`config.mk`:
```
export PLATFORM = sky130hd
export DESIGN_NAME = decode_queue
export DESIGN_NICKNAME = d
export VERILOG_FILES = /design/src/rtl/decode_queue_pkg.sv /design/src/rtl/decode_queue_core.sv /design/src/rtl/decode_queue.sv
export SDC_FILE = /design/constraint.sdc
export NUM_CORES = 1
export LEC_CHECK = 0
export CAP_MARGIN = 20
export CORE_MARGIN = 2
export CORE_UTILIZATION = 52
export CTS_CLUSTER_SIZE = 28
export DETAILED_ROUTE_END_ITERATION = 10
export HOLD_SLACK_MARGIN = 0.08
export PLACE_DENSITY = 0.76
export SYNTH_ARGS = -nofsm -noshare
export SYNTH_HDL_FRONTEND = slang
export SYNTH_HIERARCHICAL = 1
export SYNTH_SLANG_ARGS = --single-unit
```
`constraint.sdc`:
```
create_clock -name clk -period 3.78 [get_ports clk]
set_clock_uncertainty 0.05 [all_clocks]
set_input_delay 0.378 -clock clk [delete_from_list [all_inputs] [get_ports clk]]
set_output_delay 0.378 -clock clk [all_outputs]
set_load 0.01 [all_outputs]
```
`src/rtl/decode_queue_pkg.sv`:
```
// decode_queue_pkg: shared widths, ALU/CMP codes, immediate kinds and the packed uop layout.
package decode_queue_pkg;
  localparam int WORD = 32;
  localparam int REG_LOG = 5;
  localparam int OPCODE_LEN = 4;
  localparam logic [OPCODE_LEN-1:0] ALU_ADD = 4'd0;
  localparam logic [OPCODE_LEN-1:0] ALU_SUB = 4'd1;
  localparam logic [OPCODE_LEN-1:0] ALU_AND = 4'd2;
  localparam logic [OPCODE_LEN-1:0] ALU_OR = 4'd3;
  localparam logic [OPCODE_LEN-1:0] ALU_XOR = 4'd4;
  localparam logic [OPCODE_LEN-1:0] ALU_SRL = 4'd5;
  localparam logic [OPCODE_LEN-1:0] ALU_SLTU = 4'd6;
  localparam logic [OPCODE_LEN-1:0] CMP_NONE = 4'd0;
  localparam logic [OPCODE_LEN-1:0] CMP_EQ = 4'd1;
  localparam logic [OPCODE_LEN-1:0] CMP_NE = 4'd2;
  localparam logic [OPCODE_LEN-1:0] CMP_GE = 4'd3;
  localparam logic [OPCODE_LEN-1:0] CMP_B = 4'd4;
  typedef enum logic [2:0] {
    IMM_ZERO,
    IMM_SI12,
    IMM_UI12,
    IMM_SI20,
    IMM_OFFS16,
    IMM_OFFS26
  } imm_kind_e;
  typedef struct packed {
    logic [OPCODE_LEN-1:0] alu_op;
    logic [OPCODE_LEN-1:0] cmp_op;
    logic [3*REG_LOG-1:0] rs;
    logic [1:0] reg_wb;
    logic [1:0] mem;
    logic [3:0] ex;
    logic [WORD-1:0] imm;
    logic ill;
  } uop_t;
  localparam int UOP_W = $bits(uop_t);
endpackage

```
`src/rtl/decode_queue_core.sv`:
```
// decode_core: combinational instruction decoder producing one packed uop.
module decode_core
  import decode_queue_pkg::*;
(
  input  logic [WORD-1:0] inst_i,
  output uop_t            uop_o
);
  logic [16:0] op17;
  logic [9:0] op10;
  logic [6:0] op7;
  logic [5:0] op6;
  logic add_w, sub_w, and_w, or_w, xor_w, srl_w, mul_w;
  logic sltui, addi, andi, ori, lu12i, pcaddu12i, ld, st;
  logic jirl, b, bl, beq, bne, bge;
  logic r3, bbl, br, legal;
  imm_kind_e kind;
  assign op17 = inst_i[31:15];
  assign op10 = inst_i[31:22];
  assign op7 = inst_i[31:25];
  assign op6 = inst_i[31:26];
  assign add_w = op17 == 17'h00020;
  assign sub_w = op17 == 17'h00022;
  assign and_w = op17 == 17'h00029;
  assign or_w = op17 == 17'h0002a;
  assign xor_w = op17 == 17'h0002b;
  assign srl_w = op17 == 17'h0002f;
  assign mul_w = op17 == 17'h00038;
  assign sltui = op10 == 10'h009;
  assign addi = op10 == 10'h00a;
  assign andi = op10 == 10'h00d;
  assign ori = op10 == 10'h00e;
  assign lu12i = op7 == 7'h0a;
  assign pcaddu12i = op7 == 7'h0e;
  assign ld = inst_i[31:24] == 8'h28;
  assign st = inst_i[31:24] == 8'h29;
  assign jirl = op6 == 6'h13;
  assign b = op6 == 6'h14;
  assign bl = op6 == 6'h15;
  assign beq = op6 == 6'h16;
  assign bne = op6 == 6'h17;
  assign bge = op6 == 6'h19;
  assign r3 = inst_i[31:20] == 12'h001;
  assign bbl = inst_i[31:27] == 5'b01010;
  assign br = inst_i[31:30] == 2'b01;
  assign legal = add_w | sub_w | and_w | or_w | xor_w | srl_w | mul_w | sltui | addi | andi | ori |
                 lu12i | pcaddu12i | ld | st | jirl | b | bl | beq | bne | bge;
  always_comb begin
    uop_o = '0;
    kind = (sltui | addi | ld | st) ? IMM_SI12 :
           (andi | ori) ? IMM_UI12 :
           (lu12i | pcaddu12i) ? IMM_SI20 :
           (jirl | beq | bne | bge) ? IMM_OFFS16 :
           bbl ? IMM_OFFS26 : IMM_ZERO;
    uop_o.alu_op = sub_w ? ALU_SUB :
                   (and_w | andi) ? ALU_AND :
                   (or_w | ori) ? ALU_OR :
                   xor_w ? ALU_XOR :
                   srl_w ? ALU_SRL :
                   sltui ? ALU_SLTU : ALU_ADD;
    uop_o.cmp_op = beq ? CMP_EQ : bne ? CMP_NE : bge ? CMP_GE : (b | bl | jirl) ? CMP_B : CMP_NONE;
    uop_o.rs = {r3 ? inst_i[14:10] : 5'd0,
                (inst_i[31:28] == 4'b0001 || bbl) ? 5'd0 : inst_i[9:5],
                bbl ? {4'd0, inst_i[26]} : inst_i[4:0]};
    // illegal encodings are neutered so they retire without architectural effect
    uop_o.reg_wb = {legal & (jirl | bl | ~inst_i[30]), inst_i[30:29] == 2'b01};
    uop_o.mem = {legal & ld, legal & st};
    uop_o.ex = {legal & br, mul_w, (inst_i[31:28] == 4'b0001) | br, ~r3};
    uop_o.imm = kind == IMM_SI12 ? WORD'($signed(inst_i[21:10])) :
                kind == IMM_UI12 ? WORD'(inst_i[21:10]) :
                kind == IMM_SI20 ? {inst_i[24:5], 12'd0} :
                kind == IMM_OFFS16 ? WORD'($signed({inst_i[25:10], 2'b00})) :
                kind == IMM_OFFS26 ? WORD'($signed({inst_i[9:0], inst_i[25:10], 2'b00})) : '0;
    uop_o.ill = ~legal;
  end
endmodule

```
`src/rtl/decode_queue.sv`:
```
// decode_queue: decodes fetched instructions and buffers the uops in a flushable FIFO.
module decode_queue
  import decode_queue_pkg::*;
#(
  parameter int WORD_W = 32,
  parameter int REG_LOG = 5,
  parameter int OP_W = 4,
  parameter int DEPTH = 4
) (
  input  logic                       clk,
  input  logic                       rst,
  input  logic                       flush,
  input  logic                       in_valid,
  output logic                       in_ready,
  input  logic [WORD_W-1:0]          in_pc,
  input  logic [WORD_W-1:0]          in_inst,
  output logic                       out_valid,
  input  logic                       out_ready,
  output logic [WORD_W-1:0]          out_pc,
  output logic [OP_W-1:0]            out_alu_op,
  output logic [OP_W-1:0]            out_cmp_op,
  output logic [3*REG_LOG-1:0]       out_rs,
  output logic [1:0]                 out_reg_wb,
  output logic [1:0]                 out_mem,
  output logic [3:0]                 out_ex,
  output logic [WORD_W-1:0]          out_imm,
  output logic                       out_ill,
  output logic [$clog2(DEPTH):0]     count
);
  localparam int PW = $clog2(DEPTH);
  localparam int CW = PW + 1;
  typedef struct packed {
    logic [WORD_W-1:0] pc;
    uop_t uop;
  } entry_t;
  uop_t dec;
  entry_t mem_q [DEPTH];
  entry_t head;
  logic [PW-1:0] wr_q, wr_d, rd_q, rd_d;
  logic [CW-1:0] count_q, count_d;
  logic push, pop;
  decode_core u_core (
    .inst_i(in_inst),
    .uop_o (dec)
  );
  assign in_ready = count_q != CW'(DEPTH);
  assign out_valid = count_q != '0;
  assign count = count_q;
  assign head = mem_q[rd_q];
  assign out_pc = head.pc;
  assign out_alu_op = head.uop.alu_op;
  assign out_cmp_op = head.uop.cmp_op;
  assign out_rs = head.uop.rs;
  assign out_reg_wb = head.uop.reg_wb;
  assign out_mem = head.uop.mem;
  assign out_ex = head.uop.ex;
  assign out_imm = head.uop.imm;
  assign out_ill = head.uop.ill;
  always_comb begin
    push = in_valid & in_ready;
    pop = out_valid & out_ready;
    wr_d = flush ? '0 : wr_q + PW'(push);
    rd_d = flush ? '0 : rd_q + PW'(pop);
    count_d = flush ? '0 : count_q + CW'(push) - CW'(pop);
  end
  // entries are cleared on reset so an empty queue presents all-zero data
  always_ff @(posedge clk) begin
    if (rst) begin
      wr_q <= '0;
      rd_q <= '0;
      count_q <= '0;
      for (int i = 0; i < DEPTH; i++) mem_q[i] <= '0;
    end else begin
      wr_q <= wr_d;
      rd_q <= rd_d;
      count_q <= count_d;
      if (push && !flush) mem_q[wr_q] <= {in_pc, dec};
    end
  end
endmodule

```
## Word-level counts from Yosys, hierarchy flattened

Memories as Yosys holds them, arrays and structs flattened. A register that Yosys moved wholly into a read port is not among the register bits.
Index checks and enable logic that the tools add are counted.
W data, S select, Z words.

- Input bits: 69
- Flip-flop bits (word level): 7
- Bits in writable memories: 384
- Logic and storage cells: 122
- Memories: 1
- Output and inout port bits: 101

- Add/sub/neg operators: 4
- Multiplexer cells: 32
- Reduce and logical (&&, ||, !) cells: 6
- Bitwise gates (word level): 44
- Equal/unequal tests: 32

Memory list:

| memory | words | width | read ports | clocked after Yosys merged registers in | write ports | RTL line | RTL |
|---|---|---|---|---|---|---|---|
| mem_q | 4 | 96 | 1 | 1 | 4 | decode_queue.sv:37 | `entry_t mem_q [DEPTH];` |

Operators with widths:

| kind | number |
|---|---|
| $mux W32 | 5 |
| $eq A17 B6 Y1 const B | 7 |
| $mux W96 | 1 |
| $reduce_or A96 Y1 | 1 |
| $eq A10 B4 Y1 const B | 4 |
| $eq A6 B5 Y1 const B | 6 |
| $or A1 B1 Y1 | 35 |
| $mux W4 | 8 |
| $mux W3 | 7 |
| $eq A8 B6 Y1 const B | 2 |
| $mux W5 | 3 |
| $eq A7 B4 Y1 const B | 2 |
| $eq A12 B1 Y1 const B | 1 |
| $and A1 B1 Y1 | 6 |
| $eq A3 B2 Y1 const B | 2 |
| $eq A3 B3 Y1 const B | 2 |
| $mux W1 | 6 |
| $eq A5 B4 Y1 const B | 1 |
| $add A2 B1 Y2 | 2 |
| $eq A2 B1 Y1 const B | 2 |
| $eq A4 B1 Y1 const B | 1 |
| $mux W2 | 2 |
| $add A3 B1 Y3 | 1 |
| $eq A3 B1 Y1 const B | 1 |
| other kinds (8) | 10 |

## Depth between registers and ports, before layout

- Depth in word-level cells: 23
- Depth in mapped cells: 8
- Mapped depth without buffers: 8

## By module

Netlist, hierarchy kept.

Modules (own cells, without submodules):

| module | cells an instance | sequential area each (sq um) | times used | area an instance (sq um) |
|---|---|---|---|---|
| decode_queue | 969 | 11671.2 | 1 | 16907.5 |
| decode_core | 176 | 0.0 | 1 | 1124.8 |

## Worst setup path after synthesis

OpenSTA, ideal clock, no wires.

- Path kind: register -> register
- From: register count_q[1] (netlist: count[1])
- To: memory mem_q[3][0] (netlist bit) (enable)
- Library setup time: 0.460 ns
- Data arrival time: 3.101 ns
- Buffers on the path: 0
- Period minus slack after synthesis: 3.611 ns
- Required time: 3.270 ns
- Path slack: 0.169 ns
- Cell stages (with the launch flop): 4
- Cell sequence: dfxtp_1 -> nor3b_4 -> nor2b_1 -> a41o_1

RTL lines:

| element | RTL line | RTL |
|---|---|---|
| start, declared | decode_queue.sv:40 | `logic [CW-1:0] count_q, count_d;` |
| start signal, assigned | decode_queue.sv:76 | `count_q <= count_d;` |
| end, declared | decode_queue.sv:37 |  |

==> flow_metrics.py <==
metrics = {
    "routing": {
        "wl_mm": 39.88,
        "wl_per_cell_um": 22.43,
        "drtIter0Drc": 822,
        "remaining_drc_errors": 0,
        "num_vias": 10070,
        "drtAntennaViolNets": 0,
        "firstDrtPassIters": 6,
        "viasPerCell": 5.666,
    },
    "worst_hold_path": {
        "min_path_type": "in -> reg",
        "whs_path_depth": 2,
    },
    "synth": {
        "synth_mux_area_frac": 0.1205,
        "synth_largest_area_cell": "edfxtp_1",
        "synth_compound_gate_area_share": 0.02727,
        "synth-simple-area-share": 0.1701,
        "ys_seq_area_frac": 0.6472,
        "yosys-top-cells-count": "399 x and2_1, 384 x edfxtp_1, 96 x mux4_2, 35 x clkbuf_1, 18 x nor2_1",
        "syn_area_mm2": 0.01803,
        "synth.distinct_cells": 63,
        "synth.top_cell.area_share": 0.6395,
        "synth_cells": 1145,
        "ys_top_cells_by_area": "edfxtp_1 64%, and2_1 14%, mux4_2 12%, buf_6 0.87%, dfxtp_1 0.78%",
        "synth_edf_count": 384,
        "avgSynthCellArea_um2": 15.75,
        "synthAdderAreaFrac": 0.002498,
        "ys_ff_latch": 391,
        "synthFlopType": "edfxtp_1",
        "yosys_warnings": 6,
        "synth_top_family_by_area": "simple AND/OR/NAND/NOR gates",
        "synth-xor-area-share": 0.004371,
        "synth_most_common_cell": "and2_1",
        "async_flop_share": 0,
    },
    "timing": {
        "layout_setup_ws_ns": 0.7567,
        "timing.final.crit_share": 0.7998,
        "fin_tns_setup_ns": 0,
        "slew_violations": 0,
        "slew_headroom": 0.3080,
        "max_freq_ghz": 0.3308,
        "min_period_ns": 3.023,
        "rsz0062_at_grt": "no",
        "hold_viol": 0,
        "whs_ns": 0.5179,
        "setup_violations": 0,
        "worstMarginPinSlew_ns": 1.038,
    },
    "cells_and_area": {
        "syn_to_final_growth_pct": 19.20,
        "drive_gt1_frac": 0.1557,
        "fin_cells": 1778,
        "final_util": 0.6253,
        "num-nets-final": 1366,
        "fin_area_mm2": 0.02149,
        "diodes": 0,
    },
    "clock_tree": {
        "cts_sinks": 391,
        "cts_root_buf": "clkbuf_16",
        "cts_tree": "done",
        "cts_resized": 0,
        "numCtsBuffers": 41,
        "cts_hold_buf": 0,
        "post_cts_buffers": 0,
        "ctsHtreeMaxLevel": 2,
        "insertion_delay_ns": 0.52,
        "clk_pin_slew_ns": 0.06,
        "clockBufferDepth": 3,
    },
    "power": {
        "max-vdd-ir-drop_mv": 0.3301,
        "power_mw": 9.920,
        "p_leak_nw": 7.601,
        "p_per_area_mw_per_mm2": 461.5,
    },
    "setup_path": {
        "critPathMaxStageDelay_ns": 0.59,
        "cp.arrival_ns": 2.60,
        "crit_cells": 3,
        "slowest_stage": "mux4_2",
        "cp_max_fo": 28,
        "r2r_cells": 8,
        "start_kind": "flop",
        "crit_required_ns": 3.35,
        "setup.worst_path.end_class": "output pin",
        "cp_top_family": "buffers and inverters",
        "crit_chain": "buf_4 > mux4_2 > clkdlybuf4s50_1",
        "critical_path_buf_inv_count": 2,
        "crit_type": "reg -> out",
    },
    "global_route": {
        "grt-ovfl-total": 0,
        "grtUsageTotal": 0.2243,
        "grt_pass1_wl_mm": 60.94,
        "grt_pass1_vias": 10480,
        "grt_max_degree": 97,
        "antenna_found_initial": 0,
    },
    "run_status": {
        "status": "finished, final reports clean",
    },
    "floorplanning": {
        "die_x_um": 190.2,
        "io_pins": 170,
        "initial_utilization": 0.5246,
        "die-area_mm2": 0.03618,
        "rows": 68,
        "die_h_um": 190.2,
        "coreArea_mm2": 0.03437,
    },
    "place": {
        "place_congestion": 0.8745,
        "place_area_mm2": 0.02013,
        "dp_cells": 1706,
        "hpwlAfterDp_mm": 23.14,
        "pre_cts_ws_ns": 0.7048,
        "port_buffers": 169,
    },
    "run": {
        "drv_cap": 0,
    },
}
==> state kept, by name, summed over array words and instances (netlist names) <==
name and count:
mem_q 384, count 3, rd_q 2, wr_q 2
==> worst reg2reg max path, stage by stage (launching register included) <==
cell and delay (ns):
dfxtp_1 0.42, nor3b_4 0.51, nor2b_1 0.22, xnor2_1 0.18, ha_1 0.21, fa_1 0.41, xnor2_1 0.18, xnor2_1 0.14
nor3_1 0.05
==> routing by layer <==
metal | vias to the layer above | wire [um] | global-route usage
li1 | 4529 | - | -
met1 | 5091 | 15550 | 0.2870
met2 | 379 | 20450 | 0.3978
met3 | 75 | 3082 | 0.04490
met4 | 0 | 808 | 0.04890
met5 | - | 0 | 0
==> final timing paths <==
check | from | endpoint | slack (ns)
min | in_pc[22] | mem_q[2][86] | 0.52
min reg2reg | count[2] | count[2] | 0.56
max | rd_q[0] | out_pc[15] | 0.76
max reg2reg | count[2] | count[2] | 1.29
==> layout make-up <==
cell class / instances / area [um^2]
Sequential cell: 391 / 11680
Fill cell: 2506 / 12880
Inverter: 7 / 26.28
Tap cell: 455 / 569.3
Timing Repair Buffer: 187 / 1964
Clock inverter: 22 / 265.3
Multi-Input combinational cell: 666 / 5888
Clock buffer: 50 / 1102
==> report_power, final <==
group | switching, mW | internal, mW | leakage [nW]
clock | 1.61 | 2.48 | 0.667
sequential | 0.0529 | 4.95 | 4.03
combinational | 0.424 | 0.401 | 2.90
==> logic make-up (layout without fill, tap and decap cells) <==
family,after synthesis,in the layout
multiplexers,97,97
AO/OA/AOI/OAI,71,71
XOR/XNOR,9,9
adder cells (fa/ha/maj),3,3
flip-flops,391,391
AND/OR/NAND/NOR,484,484
buffers and inverters,89,266
other,1,2
==> cell usage in the layout, fill, tap and decap left out, types with 4 or more instances in the layout <==
cell type	n
buf_12	11
clkinv_2	5
xor2_1	4
edfxtp_1	384
o21ai_1	7
nor2b_1	9
clkinv_1	7
buf_4	7
a21oi_1	15
a22oi_1	5
nor3_1	6
a22o_1	9
mux4_2	96
o21ai_2	5
clkbuf_16	43
nor2_1	18
clkdlybuf4s50_1	169
and2_1	399
o21ai_0	14
dfxtp_1	5
clkbuf_1	7
bufinv_16	6
inv_1	5
xnor2_1	5
nand2_1	14
Power figures use the tool's default switching activity.
